`src/rtl/rs_issue_scheduler_if.sv`:
```
// Scheduler <-> reservation-station bus: entry requests/classes in; clear vector and issue slots out.
// Stats counters (RS_SCHED_STATS_EN) appear only when that macro is defined.
`timescale 1ns/1ps
interface rs_issue_scheduler_if #(
   parameter int RS_LEN = 8,
   parameter int IDX_W  = $clog2(RS_LEN)
);
   logic                  squash;
   logic [RS_LEN-1:0]     rs_entry_ready;
   logic [2*RS_LEN-1:0]   rs_entry_fu_type;
   logic                  mem_ready;
   logic [RS_LEN-1:0]     rs_entry_clear_out;
   logic                  alu_issue_valid;
   logic [IDX_W-1:0]      alu_issue_idx;
   logic                  mult_issue_valid;
   logic [IDX_W-1:0]      mult_issue_idx;
   logic                  mem_issue_valid;
   logic [IDX_W-1:0]      mem_issue_idx;
   logic                  mult_busy;
`ifdef RS_SCHED_STATS_EN
   logic [31:0]           issue_count;
   logic [31:0]           stall_count;

   modport master (
      output squash, rs_entry_ready, rs_entry_fu_type, mem_ready,
      input  rs_entry_clear_out, alu_issue_valid, alu_issue_idx, mult_issue_valid,
             mult_issue_idx, mem_issue_valid, mem_issue_idx, mult_busy,
             issue_count, stall_count
   );
   modport slave (
      input  squash, rs_entry_ready, rs_entry_fu_type, mem_ready,
      output rs_entry_clear_out, alu_issue_valid, alu_issue_idx, mult_issue_valid,
             mult_issue_idx, mem_issue_valid, mem_issue_idx, mult_busy,
             issue_count, stall_count
   );
`else
   modport master (
      output squash, rs_entry_ready, rs_entry_fu_type, mem_ready,
      input  rs_entry_clear_out, alu_issue_valid, alu_issue_idx, mult_issue_valid,
             mult_issue_idx, mem_issue_valid, mem_issue_idx, mult_busy
   );
   modport slave (
      input  squash, rs_entry_ready, rs_entry_fu_type, mem_ready,
      output rs_entry_clear_out, alu_issue_valid, alu_issue_idx, mult_issue_valid,
             mult_issue_idx, mem_issue_valid, mem_issue_idx, mult_busy
   );
`endif
endinterface

```
`src/rtl/rs_issue_scheduler.sv`:
```
// RS select/issue: round-robin pick per FU class (ALU/MULT/MEM); clear same cycle, issue regs 1 cycle later.
// Backpressure: MULT held while multiplier busy, ALU held on CDB collision slot, MEM held on !mem_ready; RS_SCHED_STATS_EN adds counters.
`timescale 1ns/1ps
module rs_issue_scheduler #(
   parameter int RS_LEN   = 8,
   parameter int IDX_W    = $clog2(RS_LEN),
   parameter int MULT_LAT = 4
) (
   input logic                i_clk,
   input logic                i_rst_n,
   rs_issue_scheduler_if.slave rs_if
);
   localparam int CNT_W = $clog2(MULT_LAT + 1);

   logic [RS_LEN-1:0] w_req_alu, w_req_mult, w_req_mem, w_clear;
   logic [IDX_W:0]    w_alu_pick, w_mult_pick, w_mem_pick;
   logic              w_alu_gnt, w_mult_gnt, w_mem_gnt;
   logic [IDX_W-1:0]  r_rr_alu, r_rr_mult, r_rr_mem;
   logic [IDX_W-1:0]  r_alu_idx, r_mult_idx, r_mem_idx;
   logic              r_alu_vld, r_mult_vld, r_mem_vld;
   logic [CNT_W-1:0]  r_mult_cnt;

   // Returns {found, idx}; scanning downward lets the entry nearest the pointer win.
   function automatic logic [IDX_W:0] rr_pick(input logic [RS_LEN-1:0] req,
                                              input logic [IDX_W-1:0]  ptr);
      logic [IDX_W-1:0] j;
      rr_pick = '0;
      for (int k = RS_LEN - 1; k >= 0; k--) begin
         j = ptr + IDX_W'(k);
         if (req[j]) rr_pick = {1'b1, j};
      end
   endfunction

   always_comb begin
      w_req_alu  = '0;
      w_req_mult = '0;
      w_req_mem  = '0;
      for (int i = 0; i < RS_LEN; i++) begin
         w_req_alu[i]  = rs_if.rs_entry_ready[i] &&
                         (rs_if.rs_entry_fu_type[2*i +: 2] == 2'd0 ||
                          rs_if.rs_entry_fu_type[2*i +: 2] == 2'd3);
         w_req_mult[i] = rs_if.rs_entry_ready[i] && (rs_if.rs_entry_fu_type[2*i +: 2] == 2'd1);
         w_req_mem[i]  = rs_if.rs_entry_ready[i] && (rs_if.rs_entry_fu_type[2*i +: 2] == 2'd2);
      end
   end

   assign w_alu_pick  = rr_pick(w_req_alu,  r_rr_alu);
   assign w_mult_pick = rr_pick(w_req_mult, r_rr_mult);
   assign w_mem_pick  = rr_pick(w_req_mem,  r_rr_mem);

   // An ALU op issued while mult_cnt==2 would hit the CDB in the same cycle as the multiply result.
   assign w_alu_gnt  = w_alu_pick[IDX_W]  && !rs_if.squash && (r_mult_cnt != CNT_W'(2));
   assign w_mult_gnt = w_mult_pick[IDX_W] && !rs_if.squash && (r_mult_cnt == '0);
   assign w_mem_gnt  = w_mem_pick[IDX_W]  && !rs_if.squash && rs_if.mem_ready;

   always_comb begin
      w_clear = '0;
      if (w_alu_gnt)  w_clear[w_alu_pick[IDX_W-1:0]]  = 1'b1;
      if (w_mult_gnt) w_clear[w_mult_pick[IDX_W-1:0]] = 1'b1;
      if (w_mem_gnt)  w_clear[w_mem_pick[IDX_W-1:0]]  = 1'b1;
   end

   assign rs_if.rs_entry_clear_out = i_rst_n ? w_clear : '0;

   always_ff @(posedge i_clk or negedge i_rst_n) begin
      if (!i_rst_n) begin
         r_alu_vld  <= 1'b0;
         r_mult_vld <= 1'b0;
         r_mem_vld  <= 1'b0;
         r_alu_idx  <= '0;
         r_mult_idx <= '0;
         r_mem_idx  <= '0;
         r_rr_alu   <= '0;
         r_rr_mult  <= '0;
         r_rr_mem   <= '0;
         r_mult_cnt <= '0;
      end else if (rs_if.squash) begin
         r_alu_vld  <= 1'b0;
         r_mult_vld <= 1'b0;
         r_mem_vld  <= 1'b0;
         r_mult_cnt <= '0;
      end else begin
         r_alu_vld  <= w_alu_gnt;
         r_mult_vld <= w_mult_gnt;
         r_mem_vld  <= w_mem_gnt;
         if (w_alu_gnt) begin
            r_alu_idx <= w_alu_pick[IDX_W-1:0];
            r_rr_alu  <= w_alu_pick[IDX_W-1:0] + IDX_W'(1);
         end
         if (w_mult_gnt) begin
            r_mult_idx <= w_mult_pick[IDX_W-1:0];
            r_rr_mult  <= w_mult_pick[IDX_W-1:0] + IDX_W'(1);
         end
         if (w_mem_gnt) begin
            r_mem_idx <= w_mem_pick[IDX_W-1:0];
            r_rr_mem  <= w_mem_pick[IDX_W-1:0] + IDX_W'(1);
         end
         if (w_mult_gnt)
            r_mult_cnt <= CNT_W'(MULT_LAT);
         else if (r_mult_cnt != '0)
            r_mult_cnt <= r_mult_cnt - CNT_W'(1);
      end
   end

   assign rs_if.alu_issue_valid  = r_alu_vld;
   assign rs_if.alu_issue_idx    = r_alu_idx;
   assign rs_if.mult_issue_valid = r_mult_vld;
   assign rs_if.mult_issue_idx   = r_mult_idx;
   assign rs_if.mem_issue_valid  = r_mem_vld;
   assign rs_if.mem_issue_idx    = r_mem_idx;
   assign rs_if.mult_busy        = (r_mult_cnt != '0);

`ifdef RS_SCHED_STATS_EN
   logic [31:0] r_issue_count, r_stall_count;
   logic [31:0] w_n_gnt;

   assign w_n_gnt = 32'(w_alu_gnt) + 32'(w_mult_gnt) + 32'(w_mem_gnt);

   // Counters run through squash: a squashed cycle with ready entries counts as a stall.
   always_ff @(posedge i_clk or negedge i_rst_n) begin
      if (!i_rst_n) begin
         r_issue_count <= '0;
         r_stall_count <= '0;
      end else begin
         r_issue_count <= r_issue_count + w_n_gnt;
         if ((|rs_if.rs_entry_ready) && (w_n_gnt == 32'd0))
            r_stall_count <= r_stall_count + 32'd1;
      end
   end

   assign rs_if.issue_count = r_issue_count;
   assign rs_if.stall_count = r_stall_count;
`endif
endmodule

```
`src/flat_wrapper.sv`:
```
// flat-port wrapper written by rule: the top's interface ports become plain ports
module rs_issue_scheduler_flat 
#(
   parameter int RS_LEN   = 8,
   parameter int IDX_W    = $clog2(RS_LEN),
   parameter int MULT_LAT = 4
)
  (i_clk, i_rst_n, rs_if_squash, rs_if_rs_entry_ready, rs_if_rs_entry_fu_type, rs_if_mem_ready, rs_if_rs_entry_clear_out, rs_if_alu_issue_valid, rs_if_alu_issue_idx, rs_if_mult_issue_valid, rs_if_mult_issue_idx, rs_if_mem_issue_valid, rs_if_mem_issue_idx, rs_if_mult_busy);
  rs_issue_scheduler_if #(.RS_LEN(RS_LEN), .IDX_W(IDX_W)) rs_if_i ();
  input logic i_clk;
  input logic i_rst_n;
  input wire logic [$bits(rs_if_i.squash)-1:0] rs_if_squash;
  input wire logic [$bits(rs_if_i.rs_entry_ready)-1:0] rs_if_rs_entry_ready;
  input wire logic [$bits(rs_if_i.rs_entry_fu_type)-1:0] rs_if_rs_entry_fu_type;
  input wire logic [$bits(rs_if_i.mem_ready)-1:0] rs_if_mem_ready;
  output wire logic [$bits(rs_if_i.rs_entry_clear_out)-1:0] rs_if_rs_entry_clear_out;
  output wire logic [$bits(rs_if_i.alu_issue_valid)-1:0] rs_if_alu_issue_valid;
  output wire logic [$bits(rs_if_i.alu_issue_idx)-1:0] rs_if_alu_issue_idx;
  output wire logic [$bits(rs_if_i.mult_issue_valid)-1:0] rs_if_mult_issue_valid;
  output wire logic [$bits(rs_if_i.mult_issue_idx)-1:0] rs_if_mult_issue_idx;
  output wire logic [$bits(rs_if_i.mem_issue_valid)-1:0] rs_if_mem_issue_valid;
  output wire logic [$bits(rs_if_i.mem_issue_idx)-1:0] rs_if_mem_issue_idx;
  output wire logic [$bits(rs_if_i.mult_busy)-1:0] rs_if_mult_busy;
  assign rs_if_i.squash = rs_if_squash;
  assign rs_if_i.rs_entry_ready = rs_if_rs_entry_ready;
  assign rs_if_i.rs_entry_fu_type = rs_if_rs_entry_fu_type;
  assign rs_if_i.mem_ready = rs_if_mem_ready;
  assign rs_if_rs_entry_clear_out = rs_if_i.rs_entry_clear_out;
  assign rs_if_alu_issue_valid = rs_if_i.alu_issue_valid;
  assign rs_if_alu_issue_idx = rs_if_i.alu_issue_idx;
  assign rs_if_mult_issue_valid = rs_if_i.mult_issue_valid;
  assign rs_if_mult_issue_idx = rs_if_i.mult_issue_idx;
  assign rs_if_mem_issue_valid = rs_if_i.mem_issue_valid;
  assign rs_if_mem_issue_idx = rs_if_i.mem_issue_idx;
  assign rs_if_mult_busy = rs_if_i.mult_busy;
  rs_issue_scheduler #(.RS_LEN(RS_LEN), .IDX_W(IDX_W), .MULT_LAT(MULT_LAT)) u_core (.i_clk(i_clk), .i_rst_n(i_rst_n), .rs_if(rs_if_i));
endmodule
```
`config.mk`:
```
export PLATFORM = sky130hd
export DESIGN_NAME = rs_issue_scheduler_flat
export DESIGN_NICKNAME = d
export VERILOG_FILES = /design/src/rtl/rs_issue_scheduler_if.sv /design/src/rtl/rs_issue_scheduler.sv /design/src/flat_wrapper.sv
export SDC_FILE = /design/constraint.sdc
export NUM_CORES = 1
export LEC_CHECK = 0
export BUFFER_PORTS_ARGS = -buffer_cell sky130_fd_sc_hd__buf_2
export CORE_ASPECT_RATIO = 1.1
export CORE_UTILIZATION = 40
export CTS_CLUSTER_DIAMETER = 30
export DETAILED_ROUTE_END_ITERATION = 8
export PLACE_DENSITY = 0.64
export SYNTH_ARGS = -nofsm -noshare
export SYNTH_HDL_FRONTEND = slang
export SYNTH_SLANG_ARGS = --single-unit
```
`constraint.sdc`:
```
create_clock -name i_clk -period 3.8 [get_ports i_clk]
set_input_delay 0.57 -clock i_clk [delete_from_list [all_inputs] [get_ports i_clk]]
set_output_delay 0.57 -clock i_clk [all_outputs]
set_load 0.005 [all_outputs]
```
==> impl_metrics.ini <==
[clock_tree]
cts_buffer_depth = 2
cts_tree = built
numCtsBuffers = 3
htree_levels = 1
clock_sinks = 24
clk_latency_ps = 260
cts-root-buf = clkbuf_16
path_clk_slew_ps = 60
cts_hold_buf = 0

[drt]
first_iter_violations = 419
drc = 0
wire_per_inst_um = 19.8
ant_nets = 0
drt_wl_total_um = 17300
first_pass_iters = 4
vias = 5306
avgViaCountPerCell = 6.08

[critical_path]
crit_required_ps = 3230
cp-start-kind = input port
worstPathMaxFanout = 3
arrival_ps = 3440
crit_path_end_kind = output port
path_class = input port to output port

[cells_and_area]
antennaDiodeCount = 0
instances_no_fill = 873
final_area_um2 = 7050
finish.utilization = 0.603
layout.nets = 779
drive_gt1_frac = 0.516
synthToLayoutAreaGrowth_pct = 44.6
fill_cells = 1003

[synth]
synthTopCellsByArea = mux4_2 18%, dfrtp_1 12%, ha_1 6.9%
syn_area_um2 = 4880
synthArstFlopShare = 1.00
ys.flop_type = dfrtp_1
synthTopCellsByCount = 56 x nand2_1, 39 x mux4_2, 37 x inv_1, 34 x o21ai_0
netlist.area_leader.share = 0.180
synth_edf_count = 0
ys_ff_latch = 24
synth.distinct_cells = 87
yosysSeqAreaShare = 0.123
ys_warn_count = 0
synth_nets = 609
yosysTopAreaCell = mux4_2
synth_most_common_cell = nand2_1
postSynthCellCount = 554
avgSynthCellArea_um2 = 8.80

[placed_design]
routabilityCongestion = 0.973
portBuffers = 48
placed_area_um2 = 6020
dp_cells = 841
place_hpwl_um = 13100
pre_cts_slack_ps = -268

[outcome]
status = finished, violations left
violations = negative setup slack

[sta]
hold_violations = 0
fin_skew_ps = 3.71
relSlewSlack = 0.672
worstMarginPinSlew_ps = 493
setup_ws_ps = -211
final_max_slew_viol_count = 0
period_needed_ps = 4010
hold-worst-slack_ps = 211
fin_crit_sh = 1.06
fmax_mhz = 249
finalSetupViolations = 8
rsz0062_at_grt = true

[pwr]
sequentialPowerShare = 0.076
p_leak_nw = 2.99
power_density_nw_per_um2 = 1010
clkPwrFrac = 0.043
swShare = 0.469
vdd_drop_max_uv = 531
p_switching_w = 0.00333
power_frac_comb = 0.881
intPower_w = 0.00378

[floorplan]
num_io_pins = 49
dieArea_um2 = 12600
die-width_um = 107
coreArea_um2 = 11700
start_util = 0.417
dieHeight_um = 118
fp-row-count = 41

[run]
drv_cap = 0

[global_route]
antenna_found_initial = 0
grt_start_max_net_pins = 33
grt_usage = 0.270
overflow = 0
grt_pass1_wl_um = 27000
grt_pass1_vias = 5230

[min_path]
worstHoldPathType = input port to async pin
[cells in the final DEF (no fill, tap or decap), drive strengths merged, types with 6 or more instances in the layout]
cell type / n
o22ai: 6
nor2: 27
nand2b: 6
nand4b: 6
o21ai: 37
nor3: 13
nand3b: 7
inv: 41
a21oi: 9
nand3: 25
a31oi: 6
mux2i: 17
ha: 27
dfrtp: 24
nand2: 56
and2: 20
xnor2: 9
nor3b: 7
o211ai: 7
mux4: 41
mux2: 12
buf: 197
[state kept, by name, indices dropped and copies added, names as in the netlist]
| name | count |
|---|---|
| u_core.r_mult_cnt | 3 |
| u_core.r_rr_mem | 3 |
| u_core.rs_if.mem_issue_idx | 3 |
| u_core.rs_if.mem_issue_valid | 1 |
| u_core.rs_if.alu_issue_valid | 1 |
| u_core.rs_if.mult_issue_valid | 1 |
| u_core.rs_if.mult_issue_idx | 3 |
| u_core.r_rr_mult | 3 |
| u_core.r_rr_alu | 3 |
| u_core.rs_if.alu_issue_idx | 3 |
[area by class of cell]
| type | instances | area (µm²) | area share |
|---|---|---|---|
| flip-flops and latches | 24 | 607 | 0.0861 |
| inverters | 45 | 180 | 0.0256 |
| clock buffers | 3 | 75.1 | 0.0106 |
| multi-input cells | 451 | 4440 | 0.630 |
| clock inverters | 1 | 30.0 | 0.00426 |
| repair buffers | 199 | 1530 | 0.217 |
| well taps | 150 | 188 | 0.0266 |
[cells by family after synthesis]
logic type | count (synthesis) | synth area share
buffers and inverters | 79 | 0.0839
DFF | 24 | 0.123
xor gates and xnor gates | 14 | 0.0251
muxes | 70 | 0.255
and+or+nand+nor | 203 | 0.236
AOI/OAI and AO/OA | 137 | 0.208
adders and majority gates | 27 | 0.0693
[critical path, cell delays in order]
cell and delay (ps):
buf_6 90, inv_2 60, ha_4 210, and2_4 150, mux4_2 530, buf_6 150, mux2_4 270, a211oi_4 240
o311a_1 260, a21o_1 120, or4b_4 480, a31oi_4 170, buf_2 130
[metrics by stage]
stage / setup TNS, ps / total power [W]
2_1_floorplan: 0 / 0.00386
6_report: -732 / 0.00711
5_1_grt: -1570 / 0.00760
3_5_place_dp: -1500 / 0.00568
3_3_place_gp: -1150 / 0.00555
4_1_cts: -98.9 / 0.00644
[power by group through the flow]
stage                     sequential, W  combinational (W)  clock [W]
after floorplan                0.000464            0.00340          0
after global placement         0.000512            0.00504          0
after detailed placement       0.000518            0.00516          0
after CTS                      0.000526            0.00560   0.000317
after global routing           0.000554            0.00672   0.000327
final                          0.000538            0.00626   0.000309
[per-layer routing]
metal / up-vias / share of wire / global-route usage
met5: - / 0 / 0
met4: 0 / 0.039 / 0.108
met3: 41 / 0.071 / 0.0210
met2: 238 / 0.49 / 0.448
met1: 2559 / 0.40 / 0.361
li1: 2468 / - / -
[path summary, 6_finish.rpt]
check	startpoint	endpoint	slack (ps)	cells past startpoint
min in group i_clk	u_core.rs_if.mult_issue_idx[2]$_DFFE_PN0P_	u_core.rs_if.mult_issue_idx[2]$_DFFE_PN0P_	480	2
worst max register to register	u_core.r_rr_mem[0]$_DFFE_PN0P_	u_core.r_rr_mem[2]$_DFFE_PN0P_	460	14
worst min-delay path	i_rst_n	u_core.rs_if.alu_issue_idx[1]$_DFFE_PN0P_	210	1
worst min register to register	u_core.rs_if.mult_issue_idx[2]$_DFFE_PN0P_	u_core.rs_if.mult_issue_idx[2]$_DFFE_PN0P_	480	2
max in group asynchronous	i_rst_n	u_core.r_rr_mult[2]$_DFFE_PN0P_	3040	2
worst max-delay path	rs_if_rs_entry_fu_type[12]	rs_if_rs_entry_clear_out[1]	-210	13
[what timing repair did]
item                       CTS  global route
cloned                       0             2
gates resized for setup     87            67
buffers inserted            12            14
pin swaps                   25            29
setup endpoints to repair    8             8
Note: power is estimated with default switching activity, not from simulation.
